**config.mk**
```make
export PLATFORM = sky130hd
export DESIGN_NAME = fir_tap_accumulator
export DESIGN_NICKNAME = d
export VERILOG_FILES = /design/src/rtl/fir_pkg.sv /design/src/rtl/sample_regfile.sv /design/src/rtl/fir_tap_accumulator.sv
export SDC_FILE = /design/constraint.sdc
export NUM_CORES = 1
export LEC_CHECK = 0
export CAP_MARGIN = 20
export CORE_MARGIN = 2
export CORE_UTILIZATION = 41
export CTS_BUF_LIST = sky130_fd_sc_hd__clkbuf_8
export DETAILED_ROUTE_END_ITERATION = 7
export RECOVER_POWER = 50
export SETUP_SLACK_MARGIN = 0.1
export SYNTH_ARGS = -nofsm -noshare
export SYNTH_HDL_FRONTEND = slang
export SYNTH_SLANG_ARGS = --single-unit
```
**constraint.sdc**
```tcl
create_clock -name clk -period 11.1 [get_ports clk]
set_input_delay 2.22 -clock clk [delete_from_list [all_inputs] [get_ports clk]]
set_output_delay 2.22 -clock clk [all_outputs]
set_load 0.02 [all_outputs]
```
**src/rtl/fir_pkg.sv**
```systemverilog
// Shared types and constants for the 15-tap FIR accumulator.
// COEF holds the bring-up ramp, indexed by sample age; production values replace it.
package fir_pkg;

    localparam int DW    = 8;
    localparam int CW    = 8;
    localparam int AW    = DW + CW + 4;
    localparam int DEPTH = 15;
    localparam int NSTEP = 5;

    typedef enum logic [1:0] {
        S_IDLE,
        S_ACC,
        S_DONE
    } state_t;

    localparam logic signed [CW-1:0] COEF [0:DEPTH-1] = '{
        8'sd1,  8'sd2,  8'sd3,  8'sd4,  8'sd5,
        8'sd6,  8'sd7,  8'sd8,  8'sd9,  8'sd10,
        8'sd11, 8'sd12, 8'sd13, 8'sd14, 8'sd15
    };

    // Age of the sample at addr relative to newest, modulo the buffer depth.
    function automatic logic [3:0] age_of(input logic [3:0] newest, input logic [3:0] addr);
        logic [4:0] diff;
        diff = {1'b0, newest} + 5'd15 - {1'b0, addr};
        if (diff >= 5'd15) begin
            diff = diff - 5'd15;
        end
        return diff[3:0];
    endfunction

endpackage

```
**src/rtl/sample_regfile.sv**
```systemverilog
// 15-entry sample store: one synchronous write port, three asynchronous read ports.
// Address 15 is outside the buffer; writes there are ignored and reads return 0.
module sample_regfile #(
    parameter int DW    = 8,
    parameter int DEPTH = 15
) (
    input  logic                clk,
    input  logic                rst_n,
    input  logic                i_we,
    input  logic [3:0]          i_waddr,
    input  logic [DW-1:0]       i_wdata,
    input  logic [2:0][3:0]     i_raddr,
    output logic [2:0][DW-1:0]  o_rdata
);

    localparam logic [3:0] LAST_ADDR = 4'(DEPTH - 1);

    logic [DW-1:0] r_mem [DEPTH];

    always_ff @(posedge clk or negedge rst_n) begin
        if (!rst_n) begin
            for (int i = 0; i < DEPTH; i++) begin
                r_mem[i] <= '0;
            end
        end else if (i_we && (i_waddr <= LAST_ADDR)) begin
            r_mem[i_waddr] <= i_wdata;
        end
    end

    for (genvar gi = 0; gi < 3; gi++) begin : g_rd
        assign o_rdata[gi] = (i_raddr[gi] > LAST_ADDR) ? '0 : r_mem[i_raddr[gi]];
    end

endmodule

```
**src/rtl/fir_tap_accumulator.sv**
```systemverilog
// 15-tap FIR over a circular sample buffer: three taps per cycle for five cycles,
// coefficient chosen by sample age, result presented with a one-cycle Valid.
module fir_tap_accumulator #(
    parameter int DW = fir_pkg::DW,
    parameter int CW = fir_pkg::CW,
    parameter int AW = fir_pkg::AW
) (
    input  logic                 clk,
    input  logic                 rst_n,
    input  logic                 StartIn,
    input  logic signed [DW-1:0] DataIn,
    output logic                 Ready,
    output logic                 Start,
    input  logic [3:0]           WriteReg,
    output logic                 ReadEn,
    input  logic [3:0]           ReadReg1,
    input  logic [3:0]           ReadReg2,
    input  logic [3:0]           ReadReg3,
    output logic signed [AW-1:0] Result,
    output logic                 Valid
);

    import fir_pkg::state_t;
    import fir_pkg::S_IDLE;
    import fir_pkg::S_ACC;
    import fir_pkg::S_DONE;
    import fir_pkg::COEF;
    import fir_pkg::DEPTH;
    import fir_pkg::NSTEP;
    import fir_pkg::age_of;

    localparam logic [2:0] LAST_STEP = 3'(NSTEP - 1);
    localparam int         PW        = DW + CW;

    state_t                r_state;
    state_t                w_state_next;
    logic [2:0]            r_step;
    logic [3:0]            r_newest;
    logic signed [AW-1:0]  r_acc;
    logic signed [AW-1:0]  r_result;
    logic                  w_start;

    logic [2:0][3:0]       w_raddr;
    logic [2:0][DW-1:0]    w_rdata;
    logic [3:0]            w_age      [3];
    logic signed [PW-1:0]  w_prod     [3];
    logic signed [AW-1:0]  w_prod_ext [3];
    logic signed [AW-1:0]  w_mac;

    assign w_start = StartIn & Ready;
    assign Start   = w_start;
    assign Result  = r_result;
    assign w_raddr = {ReadReg3, ReadReg2, ReadReg1};

    sample_regfile #(
        .DW    (DW),
        .DEPTH (DEPTH)
    ) u_regfile (
        .clk     (clk),
        .rst_n   (rst_n),
        .i_we    (w_start),
        .i_waddr (WriteReg),
        .i_wdata (DataIn),
        .i_raddr (w_raddr),
        .o_rdata (w_rdata)
    );

    // Operands are widened to the full product width before multiplying.
    for (genvar gi = 0; gi < 3; gi++) begin : g_lane
        logic signed [PW-1:0] w_a;
        logic signed [PW-1:0] w_b;
        logic signed [CW-1:0] w_coef;

        assign w_age[gi]      = age_of(r_newest, w_raddr[gi]);
        assign w_coef         = COEF[w_age[gi]];
        assign w_a            = {{CW{w_rdata[gi][DW-1]}}, w_rdata[gi]};
        assign w_b            = {{DW{w_coef[CW-1]}}, w_coef};
        assign w_prod[gi]     = w_a * w_b;
        assign w_prod_ext[gi] = {{(AW-PW){w_prod[gi][PW-1]}}, w_prod[gi]};
    end

    assign w_mac = r_acc + w_prod_ext[0] + w_prod_ext[1] + w_prod_ext[2];

    always_comb begin
        w_state_next = r_state;
        Ready        = 1'b1;
        ReadEn       = 1'b0;
        Valid        = 1'b0;
        case (r_state)
            S_IDLE: begin
                if (StartIn) w_state_next = S_ACC;
            end
            S_ACC: begin
                Ready  = 1'b0;
                ReadEn = 1'b1;
                if (r_step == LAST_STEP) w_state_next = S_DONE;
            end
            S_DONE: begin
                Valid        = 1'b1;
                w_state_next = StartIn ? S_ACC : S_IDLE;
            end
            default: w_state_next = S_IDLE;
        endcase
    end

    always_ff @(posedge clk or negedge rst_n) begin
        if (!rst_n) begin
            r_state  <= S_IDLE;
            r_step   <= '0;
            r_newest <= '0;
            r_acc    <= '0;
            r_result <= '0;
        end else begin
            r_state <= w_state_next;
            if (r_state == S_ACC) begin
                r_acc  <= w_mac;
                r_step <= r_step + 3'd1;
                if (r_step == LAST_STEP) r_result <= w_mac;
            end else if (w_start) begin
                r_newest <= WriteReg;
                r_acc    <= '0;
                r_step   <= '0;
            end
        end
    end

endmodule

```
==> impl_metrics.prom <==
# TYPE chip_impl_metric gauge
chip_impl_info{name="status",value="complete, but fails checks"} 1
chip_impl_info{name="failed_checks",value="max-capacitance violations, max-slew violations"} 1
chip_impl_metric{name="io_pins",unit=""} 51
chip_impl_metric{name="synth.yosys.warnings",unit=""} 0
chip_impl_metric{name="total_wire_length",unit="mm"} 40.4
chip_impl_metric{name="floorplan.die.width",unit="µm"} 204
chip_impl_metric{name="max-clock-path-buffers",unit=""} 2
chip_impl_metric{name="timing.hold.worst_path_depth",unit=""} 2
chip_impl_metric{name="fin_nets",unit=""} 1902
chip_impl_metric{name="row_count",unit=""} 73
chip_impl_metric{name="die-height",unit="µm"} 204
chip_impl_metric{name="postCtsSetupRepairBufs",unit=""} 0
chip_impl_metric{name="floorplan.initialDensity",unit="%"} 41.4
chip_impl_metric{name="synth_sequential_area_ratio",unit="%"} 25.9
chip_impl_metric{name="critical_path_fanout_max",unit=""} 9
chip_impl_metric{name="synth_area_per_cell",unit="µm²"} 10.3
chip_impl_metric{name="cts_hold_buf",unit=""} 0
chip_impl_info{name="hold_end",value="Result[6]"} 1
chip_impl_metric{name="cts_repair_resize_count",unit=""} 0
chip_impl_metric{name="antenna_found_initial",unit=""} 0
chip_impl_info{name="cts_tree",value="done"} 1
chip_impl_info{name="critPathTopFamily",value="adder cells"} 1
chip_impl_metric{name="number_of_detailed_routing_iterations_run_before_antenna_repair",unit=""} 5
chip_impl_metric{name="grt_remaining_overflow",unit=""} 0
chip_impl_metric{name="drc_errors",unit=""} 0
chip_impl_info{name="crit_type",value="in2reg"} 1
chip_impl_metric{name="grt_first_pass_wirelength",unit="mm"} 66.7
chip_impl_metric{name="slew-limit-headroom",unit="%"} -232
chip_impl_metric{name="cts-htree-levels",unit=""} 4
chip_impl_metric{name="grt_start_max_net_pins",unit=""} 89
chip_impl_metric{name="vias",unit=""} 11700
chip_impl_metric{name="fin_setup_tns",unit="ns"} 0
chip_impl_metric{name="dieArea",unit="mm²"} 0.0415
chip_impl_info{name="regToRegStartpoint",value="r_newest[0]"} 1
chip_impl_metric{name="viasPerCell",unit=""} 5.43
chip_impl_info{name="path_common_cell",value="sky130_fd_sc_hd__fa_1"} 1
chip_impl_info{name="endpoint_kind",value="register"} 1
chip_impl_metric{name="detail_route.wl_per_cell",unit="µm"} 18.7
chip_impl_metric{name="min_period",unit="ns"} 10.47
chip_impl_metric{name="overall_global_routing_usage",unit="%"} 20.8
chip_impl_metric{name="gpl.final_weighted_congestion",unit=""} 0.831
chip_impl_metric{name="diodes",unit=""} 0
chip_impl_metric{name="critical_path.n_buffers_inverters",unit=""} 8
chip_impl_metric{name="drive_above_1_share",unit="%"} 17.7
chip_impl_metric{name="number_of_global_route_vias_before_repair",unit=""} 12200
chip_impl_metric{name="antenna_violation_net_count_after_detailed_routing",unit=""} 0
chip_impl_metric{name="place.detailed.hpwl",unit="mm"} 30.6
chip_impl_metric{name="synth_nets",unit=""} 1865
chip_impl_metric{name="timing.reg2reg.setup_slack",unit="ns"} 1.83
chip_impl_metric{name="worst_path_largest_cell_delay",unit="ns"} 0.62
chip_impl_metric{name="synthDistinctLibCells",unit=""} 69
chip_impl_metric{name="drt-initial-drc-count",unit=""} 769
chip_impl_info{name="synthFlopType",value="sky130_fd_sc_hd__dfrtp_1"} 1
chip_impl_info{name="cts.root.buffer_cell",value="sky130_fd_sc_hd__clkbuf_8"} 1
chip_impl_metric{name="syn_inst_count",unit=""} 1586
chip_impl_metric{name="met1_layer_wirelength_in_the_final_routing",unit="mm"} 18.2
chip_impl_info{name="cpMaxStageDelayCell",value="sky130_fd_sc_hd__clkdlybuf4s50_1"} 1
chip_impl_metric{name="synthesis.area",unit="mm²"} 0.0164
chip_impl_metric{name="ys_async_sr_fraction",unit="%"} 100
chip_impl_metric{name="drv_slew",unit=""} 193
chip_impl_metric{name="route.met3.wl",unit="mm"} 2.04
chip_impl_metric{name="area_delta_synth_final",unit="%"} 9.11
chip_impl_metric{name="core",unit="mm²"} 0.0395
chip_impl_metric{name="worstMarginPinSlew",unit="ns"} 4.97
chip_impl_metric{name="critPathRequiredTime",unit="ns"} 11.42
chip_impl_metric{name="cts.reportedPaths.clkPinSlew",unit="ns"} 0.09
chip_impl_metric{name="cts-buffers-inserted",unit=""} 17
chip_impl_metric{name="port-buffer-count",unit=""} 50
chip_impl_metric{name="yosys_register_bits",unit=""} 169
chip_impl_info{name="hold_class",value="reg2reg"} 1
chip_impl_info{name="worst_hold_startpoint",value="Result[6]"} 1
chip_impl_metric{name="fin_worst_skew",unit="ns"} 0.0194
chip_impl_metric{name="achievable-frequency",unit="MHz"} 95.5
chip_impl_metric{name="nFillCells",unit=""} 3726
chip_impl_metric{name="worst-r2r-cell-count",unit=""} 35
chip_impl_metric{name="synth_enable_flop_cells",unit=""} 0
chip_impl_info{name="reg2reg_end",value="r_acc[18]"} 1
chip_impl_metric{name="met2_length",unit="mm"} 18.9
chip_impl_metric{name="min_period_over_period",unit="%"} 94.4
chip_impl_info{name="crit_path_start_kind",value="input port"} 1
chip_impl_metric{name="clk_latency",unit="ns"} 0.51
chip_impl_metric{name="data_arrival_time_of_the_critical_path",unit="ns"} 10.80
chip_impl_metric{name="clock_sinks",unit=""} 169
chip_impl_info{name="highest-signal-layer",value="met4"} 1
chip_impl_info{name="rsz_0062_raised_after_global_routing",value="no"} 1
chip_impl_metric{name="finalHoldViolations",unit=""} 0
chip_impl_metric{name="maxCapViolCount",unit=""} 3
chip_impl_metric{name="finalSetupViolCount",unit=""} 0
## state kept, by name, indices dropped and copies added (netlist names)
| register | count |
|---|---|
| u_regfile.r_mem | 120 |
| r_step | 3 |
| Result | 20 |
| r_acc | 20 |
| r_newest | 4 |
| r_state | 2 |
## worst min-delay path, cell delays in order, from the launching register on
cell and delay, ns:
sky130_fd_sc_hd__dfrtp_1 0.35, sky130_fd_sc_hd__nand2_1 0.04, sky130_fd_sc_hd__o21ai_0 0.06
## stage by stage
step                std cells  hold WS, ns  util [%]  area (µm²)  worst slack (ns)
floorplan                1586        0.463         -       16400             0.545
global route             2161        0.525      45.1       17800            0.0771
global placement         2128        0.469      44.1       17500             0.288
finish                   2161        0.487      45.1       17800             0.626
detailed placement       2128        0.472      44.1       17500             0.113
CTS                      2160        0.491      45.1       17900             0.643
## final cells by class
cell class | instances | area (µm²) | share of cell area (%)
clock buffer | 18 | 248 | 1.39
timing repair buffer | 82 | 698 | 3.91
inverter | 277 | 1040 | 5.83
clock inverter | 14 | 145 | 0.813
sequential | 169 | 4230 | 23.7
multi-input combinational | 1076 | 10800 | 60.7
tap | 525 | 657 | 3.68
## worst max path at each step
| stage | from | end | depth (start not counted) | slack [ns] |
|---|---|---|---|---|
| after floorplan | ReadReg3[1] | r_acc[18] | 38 | 0.55 |
| after global placement | ReadReg3[2] | Result[10] | 34 | 0.29 |
| after detailed placement | ReadReg3[2] | Result[17] | 33 | 0.11 |
| after CTS | ReadReg3[2] | Result[17] | 33 | 0.64 |
| after global routing | ReadReg3[2] | r_acc[19] | 32 | 0.08 |
| final | ReadReg3[2] | r_acc[18] | 33 | 0.63 |
## cells by family (layout without fill, tap and decap cells)
kind of cell,Yosys count,count (layout),share of synthesized area [%]
xor gates and xnor gates,38,38,2.26
and+or+nand+nor,342,342,9.64
muxes,235,235,21.1
DFF,169,169,25.9
buffers and inverters,341,391,7.96
adders and majority gates,252,252,25.2
AOI/OAI and AO/OA,209,209,7.91
## layout by cell type, fill, tap and decap left out, types with 31 or more instances in the layout
cell,count
sky130_fd_sc_hd__inv_1,278
sky130_fd_sc_hd__nor2_1,96
sky130_fd_sc_hd__ha_1,122
sky130_fd_sc_hd__dfrtp_1,169
sky130_fd_sc_hd__fa_1,130
sky130_fd_sc_hd__o21ai_0,72
sky130_fd_sc_hd__mux2i_1,34
sky130_fd_sc_hd__nand3_1,31
sky130_fd_sc_hd__clkdlybuf4s50_1,40
sky130_fd_sc_hd__mux4_2,74
sky130_fd_sc_hd__mux2_2,123
sky130_fd_sc_hd__a21oi_1,66
sky130_fd_sc_hd__nand2_1,131
## Yosys cell counts (2+ instances only)
| library cell | instances | area, µm² |
|---|---|---|
| sky130_fd_sc_hd__fa_1 | 130 | 2600 |
| sky130_fd_sc_hd__buf_1 | 4 | 15.0 |
| sky130_fd_sc_hd__and2_1 | 4 | 25.0 |
| sky130_fd_sc_hd__nor3_1 | 7 | 35.0 |
| sky130_fd_sc_hd__nand2_1 | 131 | 492 |
| sky130_fd_sc_hd__nand2b_1 | 17 | 106 |
| sky130_fd_sc_hd__xnor2_2 | 2 | 32.5 |
| sky130_fd_sc_hd__nand4_1 | 8 | 50.1 |
| sky130_fd_sc_hd__a211oi_1 | 4 | 30.0 |
| sky130_fd_sc_hd__and3_1 | 4 | 25.0 |
| sky130_fd_sc_hd__mux2_2 | 123 | 1390 |
| sky130_fd_sc_hd__o21ai_0 | 72 | 360 |
| sky130_fd_sc_hd__nand3_1 | 31 | 155 |
| sky130_fd_sc_hd__nor2_1 | 96 | 360 |
| sky130_fd_sc_hd__o211ai_1 | 12 | 90.1 |
| sky130_fd_sc_hd__a21o_1 | 10 | 75.1 |
| sky130_fd_sc_hd__mux2i_1 | 34 | 340 |
| sky130_fd_sc_hd__buf_2 | 12 | 60.1 |
| sky130_fd_sc_hd__nor3b_1 | 2 | 15.0 |
| sky130_fd_sc_hd__o21ai_1 | 8 | 40.0 |
| sky130_fd_sc_hd__a211oi_2 | 2 | 25.0 |
| sky130_fd_sc_hd__a21oi_1 | 66 | 330 |
| sky130_fd_sc_hd__and2b_1 | 6 | 45.0 |
| sky130_fd_sc_hd__a31oi_1 | 5 | 31.3 |
| sky130_fd_sc_hd__or2_1 | 2 | 12.5 |
| sky130_fd_sc_hd__o21bai_1 | 3 | 22.5 |
| sky130_fd_sc_hd__inv_2 | 3 | 11.3 |
| sky130_fd_sc_hd__dfrtp_1 | 169 | 4230 |
| sky130_fd_sc_hd__nor2b_1 | 21 | 131 |
| sky130_fd_sc_hd__xor2_1 | 16 | 140 |
| sky130_fd_sc_hd__nor3_2 | 3 | 30.0 |
| sky130_fd_sc_hd__xnor2_1 | 18 | 158 |
| sky130_fd_sc_hd__o21a_1 | 6 | 45.0 |
| sky130_fd_sc_hd__inv_1 | 273 | 1020 |
| sky130_fd_sc_hd__o31ai_1 | 4 | 30.0 |
| sky130_fd_sc_hd__mux4_2 | 74 | 1670 |
| sky130_fd_sc_hd__ha_1 | 122 | 1530 |
| sky130_fd_sc_hd__or2_2 | 2 | 12.5 |
| sky130_fd_sc_hd__clkbuf_1 | 47 | 176 |
| sky130_fd_sc_hd__nand3b_1 | 2 | 15.0 |
| sky130_fd_sc_hd__mux2i_2 | 3 | 41.3 |
## layer usage
| metal | vias to the layer above | global-route usage [%] |
|---|---|---|
| met5 | - | 0 |
| met3 | 71 | 3.66 |
| met4 | 0 | 7.30 |
| li1 | 5372 | - |
| met2 | 342 | 33.2 |
| met1 | 5944 | 28.5 |
Power is left out: the tool's default activity adds up to more than one toggle a clock period on the data nets, which glitch-free logic cannot reach.
